## src/rtl/video_sync_gen.sv

```systemverilog
// ============================================================================
// Module      : video_sync_gen
// Description : Transmit-side raster timing generator: hsync/vsync with fixed
//               polarity, blanking, data-enable, coordinates, frame strobe.
// Revision    : 1.0 - initial release
// ============================================================================
`default_nettype none

module video_sync_gen #(
    parameter int H_ACTIVE = 160,
    parameter int H_FP     = 8,
    parameter int H_SYNC   = 32,
    parameter int H_BP     = 40,
    parameter int V_ACTIVE = 144,
    parameter int V_FP     = 3,
    parameter int V_SYNC   = 5,
    parameter int V_BP     = 20,
    parameter int H_POL    = 1,
    parameter int V_POL    = 1,
    parameter int CW       = 12
) (
    input  logic          clk,
    input  logic          reset,
    input  logic          ce_pix,
    output logic          hsync,
    output logic          vsync,
    output logic          hblank,
    output logic          vblank,
    output logic          de,
    output logic [CW-1:0] x,
    output logic [CW-1:0] y,
    output logic          frame_start
);

    localparam int H_TOTAL = H_ACTIVE + H_FP + H_SYNC + H_BP;
    localparam int V_TOTAL = V_ACTIVE + V_FP + V_SYNC + V_BP;

    generate
        if (H_ACTIVE <= 0 || H_FP <= 0 || H_SYNC <= 0 || H_BP <= 0 ||
            V_ACTIVE <= 0 || V_FP <= 0 || V_SYNC <= 0 || V_BP <= 0 ||
            CW <= 0 || H_TOTAL > (2 ** CW) || V_TOTAL > (2 ** CW)) begin : g_bad_params
            $error("video_sync_gen: zero timing parameter or total exceeds 2**CW");
        end
    endgenerate

    localparam logic [CW-1:0] c_H_LAST     = CW'(H_TOTAL - 1);
    localparam logic [CW-1:0] c_V_LAST     = CW'(V_TOTAL - 1);
    localparam logic [CW-1:0] c_H_ACT_END  = CW'(H_ACTIVE);
    localparam logic [CW-1:0] c_V_ACT_END  = CW'(V_ACTIVE);
    localparam logic [CW-1:0] c_H_SYNC_BEG = CW'(H_ACTIVE + H_FP);
    localparam logic [CW-1:0] c_H_SYNC_END = CW'(H_ACTIVE + H_FP + H_SYNC);
    localparam logic [CW-1:0] c_V_SYNC_BEG = CW'(V_ACTIVE + V_FP);
    localparam logic [CW-1:0] c_V_SYNC_END = CW'(V_ACTIVE + V_FP + V_SYNC);
    localparam logic          c_H_ON       = (H_POL != 0);
    localparam logic          c_V_ON       = (V_POL != 0);

    logic [CW-1:0] r_hc;
    logic [CW-1:0] r_vc;
    logic          r_hsync;
    logic          r_vsync;
    logic          r_hblank;
    logic          r_vblank;
    logic          r_de;
    logic          r_frame_start;

    logic          w_h_wrap;
    logic [CW-1:0] w_hc_nxt;
    logic [CW-1:0] w_vc_nxt;
    logic          w_hs_act;
    logic          w_vs_act;
    logic          w_hb_nxt;
    logic          w_vb_nxt;

    // Flags are decoded from the counter values about to be loaded, so the
    // registered flags always describe the registered coordinate.
    always_comb begin
        w_h_wrap = (r_hc == c_H_LAST);
        w_hc_nxt = w_h_wrap ? '0 : r_hc + CW'(1);
        w_vc_nxt = r_vc;
        if (w_h_wrap) begin
            w_vc_nxt = (r_vc == c_V_LAST) ? '0 : r_vc + CW'(1);
        end
        w_hs_act = (w_hc_nxt >= c_H_SYNC_BEG) && (w_hc_nxt < c_H_SYNC_END);
        w_vs_act = (w_vc_nxt >= c_V_SYNC_BEG) && (w_vc_nxt < c_V_SYNC_END);
        w_hb_nxt = (w_hc_nxt >= c_H_ACT_END);
        w_vb_nxt = (w_vc_nxt >= c_V_ACT_END);
    end

    always_ff @(posedge clk or posedge reset) begin
        if (reset) begin
            r_hc          <= '0;
            r_vc          <= '0;
            r_hsync       <= ~c_H_ON;
            r_vsync       <= ~c_V_ON;
            r_hblank      <= 1'b0;
            r_vblank      <= 1'b0;
            r_de          <= 1'b0;
            r_frame_start <= 1'b0;
        end else if (ce_pix) begin
            r_hc          <= w_hc_nxt;
            r_vc          <= w_vc_nxt;
            r_hsync       <= w_hs_act ? c_H_ON : ~c_H_ON;
            r_vsync       <= w_vs_act ? c_V_ON : ~c_V_ON;
            r_hblank      <= w_hb_nxt;
            r_vblank      <= w_vb_nxt;
            r_de          <= ~w_hb_nxt & ~w_vb_nxt;
            r_frame_start <= (w_hc_nxt == '0) && (w_vc_nxt == '0);
        end
    end

    assign hsync       = r_hsync;
    assign vsync       = r_vsync;
    assign hblank      = r_hblank;
    assign vblank      = r_vblank;
    assign de          = r_de;
    assign x           = r_hc;
    assign y           = r_vc;
    assign frame_start = r_frame_start;

endmodule

`default_nettype wire

```

## config.mk

```make
export PLATFORM = sky130hd
export DESIGN_NAME = video_sync_gen
export DESIGN_NICKNAME = d
export VERILOG_FILES = /design/src/rtl/video_sync_gen.sv
export SDC_FILE = /design/constraint.sdc
export NUM_CORES = 1
export LEC_CHECK = 0
export BUFFER_PORTS_ARGS = -buffer_cell sky130_fd_sc_hd__buf_2
export CELL_PAD_IN_SITES_DETAIL_PLACEMENT = 2
export CELL_PAD_IN_SITES_GLOBAL_PLACEMENT = 2
export CORE_MARGIN = 2
export CORE_UTILIZATION = 30
export CTS_CLUSTER_DIAMETER = 60
export DETAILED_ROUTE_END_ITERATION = 10
export GPL_TIMING_DRIVEN = 0
export PLACE_DENSITY_LB_ADDON = 0.1
export SYNTH_ARGS = -nofsm -noshare
export SYNTH_HDL_FRONTEND = slang
export SYNTH_SLANG_ARGS = --single-unit
```

## constraint.sdc

```tcl
create_clock -name clk -period 2.7 [get_ports clk]
set_input_delay 0.405 -clock clk [delete_from_list [all_inputs] [get_ports clk]]
set_output_delay 0.405 -clock clk [all_outputs]
set_load 0.01 [all_outputs]
```

# Word-level counts from Yosys, hierarchy flattened
# Index checks and enable logic that the tools add are counted.
totals:
  ff_bits: 30
  in_bits: 3
  word_cells: 31
classes:
  n_addsub: 2
  order_cmp: 6
  n_eq_ne: 2
  n_mux: 5
  bitwise_logic: 3
  n_reduce_logical: 5
op_table:
  columns: ["operator", "n"]
  rows:
  - ["$ge 12x8->1 const B", 4]
  - ["$mux 12", 3]
  - ["$add 12x1->12 const B", 2]
  - ["$eq 12x8->1 const B", 2]
  - ["$logic_not 12->1", 2]
  - ["$lt 12x8->1 const B", 2]
  - ["$logic_and 1x1->1", 3]
  - ["$mux 1", 2]
  - ["$not 1->1", 2]
  - ["$and 1x1->1", 1]

# Longest topological paths before layout
# Gate-level depths: netlist (run 1).
depth:
  depth_word: 6
  mapped_depth: 8
  depth_no_buf: 7

# Least setup slack after synthesis (run 1)
# No wires, ideal clock.
synth_path:
  kind: "reg2reg"
  startpoint: "reg r_hc[0], in the netlist x[0]"
  endpoint: "reg r_frame_start, in the netlist frame_start"
  setup_time_ps: 110
  t_arrival_ps: 2101
  t_required_ps: 2590
  setup_slack_ps: 488
  path_stages_with_launch: 9
  n_path_buf: 1
  synth_period_minus_slack_ps: 2212
  path_cell_list: "dfrtp_1 -> ha_1 -> and4_4 -> nand3_2 -> buf_6 -> or3_1 -> mux2i_1 -> nor2_1 -> o41ai_1"
synth_via:
  elab_chain_len: 4
synth_rtl:
  columns: ["item", "line_no", "source"]
  rows:
  - ["start, declared", "57", "logic [CW-1:0] r_hc;"]
  - ["start signal, assigned", "100", "r_hc <= w_hc_nxt;"]
  - ["$add 12x1->12 or $eq 12x8->1 (tied branches)", "78, 77", null]
  - ["$mux 12, on equally long branches", "78, 80", null]
  - ["$logic_not 12->1", "107", "r_frame_start <= (w_hc_nxt == '0) && (w_vc_nxt == '0);"]
  - ["$logic_and 1x1->1 *", "107", null]
  - ["end signal, assigned", "107", null]
  - ["end, declared", "64", "logic r_frame_start;"]
# Mark *: on every way between the ends. The rest lies on a longest branch, timed or not.
# A chain may end at the register's enable or synchronous reset.

# Final worst setup path (run 1)
# Ends and elaborated chain as after synthesis.

==> results of run 1 <==
## power groups by stage
stage	clock, mW	sequential (mW)	combinational [mW]
global placement	0	0.600	0.542
floorplan	0	0.616	0.350
CTS	0.407	0.595	0.550
global route	0.427	0.611	0.604
detailed placement	0	0.603	0.546
finish	0.390	0.595	0.547
## cell usage in the layout, fill, tap and decap left out, drive strengths merged, types with 4 or more instances in the layout
| master | n |
|---|---|
| a21oi | 11 |
| and3 | 6 |
| and4 | 5 |
| buf | 41 |
| clkbuf | 15 |
| dfrtp | 30 |
| inv | 6 |
| nand2 | 33 |
| nand2b | 4 |
| nand3 | 11 |
| nand4 | 9 |
| nor2 | 15 |
| nor3 | 8 |
| o21ai | 18 |
| o31ai | 6 |
| or3 | 4 |
| xnor2 | 10 |
## state kept, by name (all words and copies together), names as in the netlist
signal and cells:
de 1, frame_start 1, hblank 1, hsync 1, vblank 1, vsync 1, x 12, y 12
## worst reg2reg max path, stage by stage, from the launching register on
cell and delay (ns):
dfrtp_1 0.46, ha_1 0.34, and4_4 0.31, nand3_2 0.09
buf_6 0.16, or3_1 0.37, mux2i_1 0.20, nor2_1 0.09
o41ai_1 0.37
## cell families (layout without fill, tap and decap cells)
kind of cell,Yosys count,count (layout),synth area share (%)
AOI/OAI and AO/OA,61,61,19.4
xor gates and xnor gates,13,13,5.48
adders and majority gates,2,2,1.20
buffers and inverters,24,64,7.28
DFF,30,30,36.1
muxes,4,4,2.11
and+or+nand+nor,107,107,28.5
## metrics by stage
step | hold slack [ns] | area, µm² | worst slack, ns | power, mW | utilization [%]
CTS | 0.513 | 2430 | 0.100 | 1.55 | 36.0
floorplan | 0.496 | 2080 | 0.488 | 0.966 | -
global placement | 0.489 | 2340 | 0.123 | 1.14 | 34.6
detailed placement | 0.483 | 2340 | 0.0999 | 1.15 | 34.6
global route | 0.152 | 2460 | 0.00821 | 1.64 | 36.4
finish | 0.124 | 2460 | 0.201 | 1.53 | 36.4
## what timing repair did
item                                    4_1_cts  5_1_grt
resized for setup                             0        3
hold buffers                                  0        0
endpoints found under the setup margin        0        4
## area by class of cell
class / count / area share, %
multi-input combinational: 187 / 48.0
buffer: 16 / 4.94
clock inverter: 1 / 0.204
clock buffer: 7 / 3.51
inverter: 7 / 1.07
tap: 80 / 4.07
sequential: 30 / 30.6
timing repair buffer: 33 / 7.63
## worst paths after layout
kind	start	end	slack, ns	cells past startpoint
min in group clk	vblank	vblank	0.51	1
worst max-delay path	x[0]	frame_start	0.20	8
worst min register to register	vblank	vblank	0.51	1
worst max register to register	x[0]	frame_start	0.20	8
worst min-delay path	reset	x[9]	0.12	2
max in group asynchronous	reset	y[0]	2.12	3
## per-layer routing
metal / track usage (%) / vias to the layer above / wire, µm
met5: 0 / - / 0
met2: 29.3 / 33 / 2920
met3: 2.84 / 6 / 209
met1: 27.3 / 1010 / 3460
li1: - / 962 / -
met4: 6.15 / 0 / 76
==> results_dict.tcl, run 1 <==
set metrics [dict create \
    setup_tns_ns 0 \
    grt_max_degree 31 \
    status "finished, final reports clean" \
    die_y_um 87.3 \
    cts_inserted_buffers 5 \
    grt_pass1_wl_mm 11.2 \
    post-route-period-util_pct 92.6 \
    die_w_um 87.3 \
    yosysUniqueCellTypes 57 \
    ff_latch_area_um2 752 \
    io_buffer_count 32 \
    multi_input_area_um2 1180 \
    grtUsageTotal_pct 19.0 \
    p_switching_mw 0.579 \
    clock_path_buffers 2 \
    max_stage_delay_ns 0.46 \
    area_delta_synth_final_pct 18.2 \
    cts.sinks 30 \
    fin_nets 285 \
    power_frac_clock_pct 25.5 \
    ys_top_cells_by_count "nand2_1, dfrtp_1, o21ai_0, nor2_1, a21oi_1" \
    grt-ovfl-total 0 \
    ys_ff_latch 30 \
    slew_headroom_pct 55.4 \
    clk_pin_slew_worst_paths_ns 0.07 \
    start_util_pct 30.8 \
    nFillCells 787 \
    seq_area_frac_synth_pct 36.1 \
    postSynthCellCount 241 \
    gp_congestion 0.778 \
    synth_area_um2 2080 \
    rsz0062_at_grt "no" \
    vias_per_cell 5.57 \
    path_max_fanout 10 \
    internal_power_mw 0.953 \
    post_cts_buffers 0 \
    wl_mm 6.66 \
    num_rows 30 \
    antenna_found_initial 0 \
    vias 2011 \
    drv_cap 0 \
    path_class "flip-flop to flip-flop" \
    final_layout_size_suffix_gt1_share_pct 23.5 \
    worst_ir_drop_vdd_mv 0.386 \
    clock_latency_ns 0.29 \
    cts_max_level 2 \
    worstPathArrival_ns 2.68 \
    synth_top_area_share_pct 36.1 \
    syn_nets 246 \
    skew_ns 0.00784 \
    synth.most_common_cell "nand2_1" \
    die_area_um2 7610 \
    worstHoldPathType "input pin to async pin" \
    worstMarginPinSlew_ns 0.665 \
    slew_viol_final 0 \
    sw_frac_of_total_pct 37.8 \
    comb_power_share_pct 35.7 \
    worstSetupStartpointType "flip-flop" \
    pwr-share-seq_pct 38.8 \
    ant_nets 0 \
    fmax_mhz 400 \
    yosysTopAreaCell "dfrtp_1" \
    synth_edf_count 0 \
    fin_crit_ns 2.50 \
    crit_path_cell_trace "ha_1, and4_4, nand3_2, buf_6, or3_1, mux2i_1, nor2_1, o41ai_1" \
    core_area_um2 6760 \
    ys.flop_type "dfrtp_1" \
    p_leak_nw 1.07 \
    power.density_nw_per_um2 623 \
    yosysWarningCount 0 \
    dr.pass1.iters 4 \
    cts_tree "done" \
    drt-initial-drc-count 61 \
    worst-endpoint-required_ns 2.88 \
    hold_violations 0 \
    cts_root_buffer "clkbuf_8" \
    dp_hpwl_mm 4.89 \
    pin_count 33 \
    drc_errors 0 \
    grt_pass1_vias 2128 \
    n_antenna_cell 0 \
    netlist_top_cells_area "dfrtp_1, nand2_1, o21ai_0" \
    finalNonFillerCells 361 \
    slowest_stage "dfrtp_1" \
    cp_top_family "simple AND/OR/NAND/NOR gates" \
    wl_per_cell_um 18.5 \
    endpoint_kind "flip-flop" \
    syn_area_per_cell_um2 8.63 \
    dpl.cell_count 353 \
    setup-violations-final 0 \
    postSynth.asyncResetShare_pct 100 \
    cp_num_buf_inv 1 \
]
Note: power is estimated with default switching activity, not from simulation.
==> inputs of run 2 (changes only) <==
CORE_MARGIN = not set   (was 2)
==> results_dict.tcl, run 2 (same netlist as run 1, synthesis figures left out) <==
set metrics [dict create \
    post-route-period-util_pct 92.4 \
    slowest_stage "o311ai_0" \
    hold_violations 0 \
    wl_per_cell_um 19.3 \
    die_y_um 85.3 \
    drv_cap 0 \
    crit_path_cell_trace "ha_2, and4_4, and3_2, clkbuf_1, a22oi_1, o311ai_0, o41ai_1" \
    path_class "flip-flop to flip-flop" \
    vias 2026 \
    grt.met1_usage_pct 29.6 \
    cts_max_level 2 \
    start_util_pct 31.8 \
    grt.met2_usage_pct 32.3 \
    drc_errors 0 \
    wl_mm 6.93 \
    cts_inserted_buffers 5 \
    worstPathArrival_ns 2.64 \
    clock_latency_ns 0.29 \
    ctsHoldBuffers 0 \
    slew_viol_final 0 \
    setup_tns_ns 0 \
    dp_hpwl_mm 4.92 \
    skew_ns 0.00846 \
    fmax_mhz 401 \
    fin_util_pct 38.3 \
    clk_pin_slew_worst_paths_ns 0.08 \
    status "finished, final reports clean" \
    endpoint_kind "flip-flop" \
    p_leak_nw 1.09 \
    cp_top_family "compound AO/OA/AOI/OAI gates" \
    post_cts_buffers 0 \
    die_w_um 85.3 \
    final_common_cell "buf_2" \
    n_antenna_cell 0 \
    busiest_layer "met2" \
    met3_usage_pct 3.40 \
    cts_root_buffer "clkbuf_8" \
    worst-endpoint-required_ns 2.85 \
    cts_tree "done" \
    io_buffer_count 32 \
    grt_max_degree 31 \
    setup-violations-final 0 \
    vias_per_cell 5.64 \
    clock_path_buffers 2 \
    num_rows 29 \
    worstMarginPinSlew_ns 0.747 \
    fin_nets 286 \
    layout_common_cells "buf_2, nand2_1, dfrtp_1" \
    gp_congestion 0.760 \
    dr.pass1.iters 4 \
    pin_count 33 \
    area_delta_synth_final_pct 20.2 \
    fin_crit_ns 2.49 \
    antenna_found_initial 0 \
    grt-ovfl-total 0 \
    grtUsageTotal_pct 20.6 \
    die_area_um2 7270 \
    power.density_nw_per_um2 647 \
    worst_ir_drop_vdd_mv 0.326 \
    final_layout_size_suffix_gt1_share_pct 25.2 \
    slew_headroom_pct 49.7 \
    core_area_um2 6530 \
    ant_nets 0 \
    cp_num_buf_inv 1 \
    path_max_fanout 10 \
    cts.sinks 30 \
    drt-initial-drc-count 109 \
    worstSetupStartpointType "flip-flop" \
    worstHoldPathType "input pin to async pin" \
    grt_pass1_wl_mm 11.4 \
    max_stage_delay_ns 0.43 \
    grt_pass1_vias 2052 \
]
-- run 2: final cells by class --
cell class	count	area [µm²]
well taps	77	96.3
inverters	7	26.3
clock buffers	5	68.8
clock inverters	3	40.0
repair buffers	33	188
fillers	755	4030
flip-flops and latches	30	754
multi-input cells	187	1200
plain buffers	17	125
-- run 2: power breakdown --
group | leakage (nW) | internal [mW] | switching [mW]
clock network | 0.0579 | 0.272 | 0.195
registers | 0.388 | 0.516 | 0.0810
logic | 0.641 | 0.236 | 0.318
-- run 2: timing repair --
| action | in CTS | in global routing |
|---|---|---|
| setup endpoints to repair | 1 | 4 |
| gates cloned | 0 | 0 |
| gates resized for setup | 1 | 6 |
| hold endpoints to repair | 0 | 0 |
-- run 2: stage by stage --
step	cell area (µm²)	setup slack, ns	total power [mW]	instances	hold slack [ns]
finish	2500	0.206	1.62	359	0.0865
global route	2500	-0.0160	1.72	359	0.120
CTS	2450	0.0694	1.63	358	0.509
global placement	2340	0.0857	1.14	350	0.489
detailed placement	2340	0.0354	1.15	350	0.489
floorplan	2080	0.488	0.966	241	0.496
-- run 2: final timing paths --
path | startpoint | to | slack [ns] | cells past startpoint
max | x[1] | vsync | 0.21 | 7
min reg2reg | vblank | vblank | 0.51 | 1
max reg2reg | x[1] | vsync | 0.21 | 7
min | reset | x[5] | 0.09 | 2
max in group asynchronous | reset | y[0] | 2.16 | 3
min in group clk | vblank | vblank | 0.51 | 1
-- run 2: metal layers --
layer / part of all wire, % / wire length (µm)
met1: 51 / 3530
met2: 46 / 3170
met4: 0.95 / 66
met5: 0 / 0
met3: 2.3 / 160
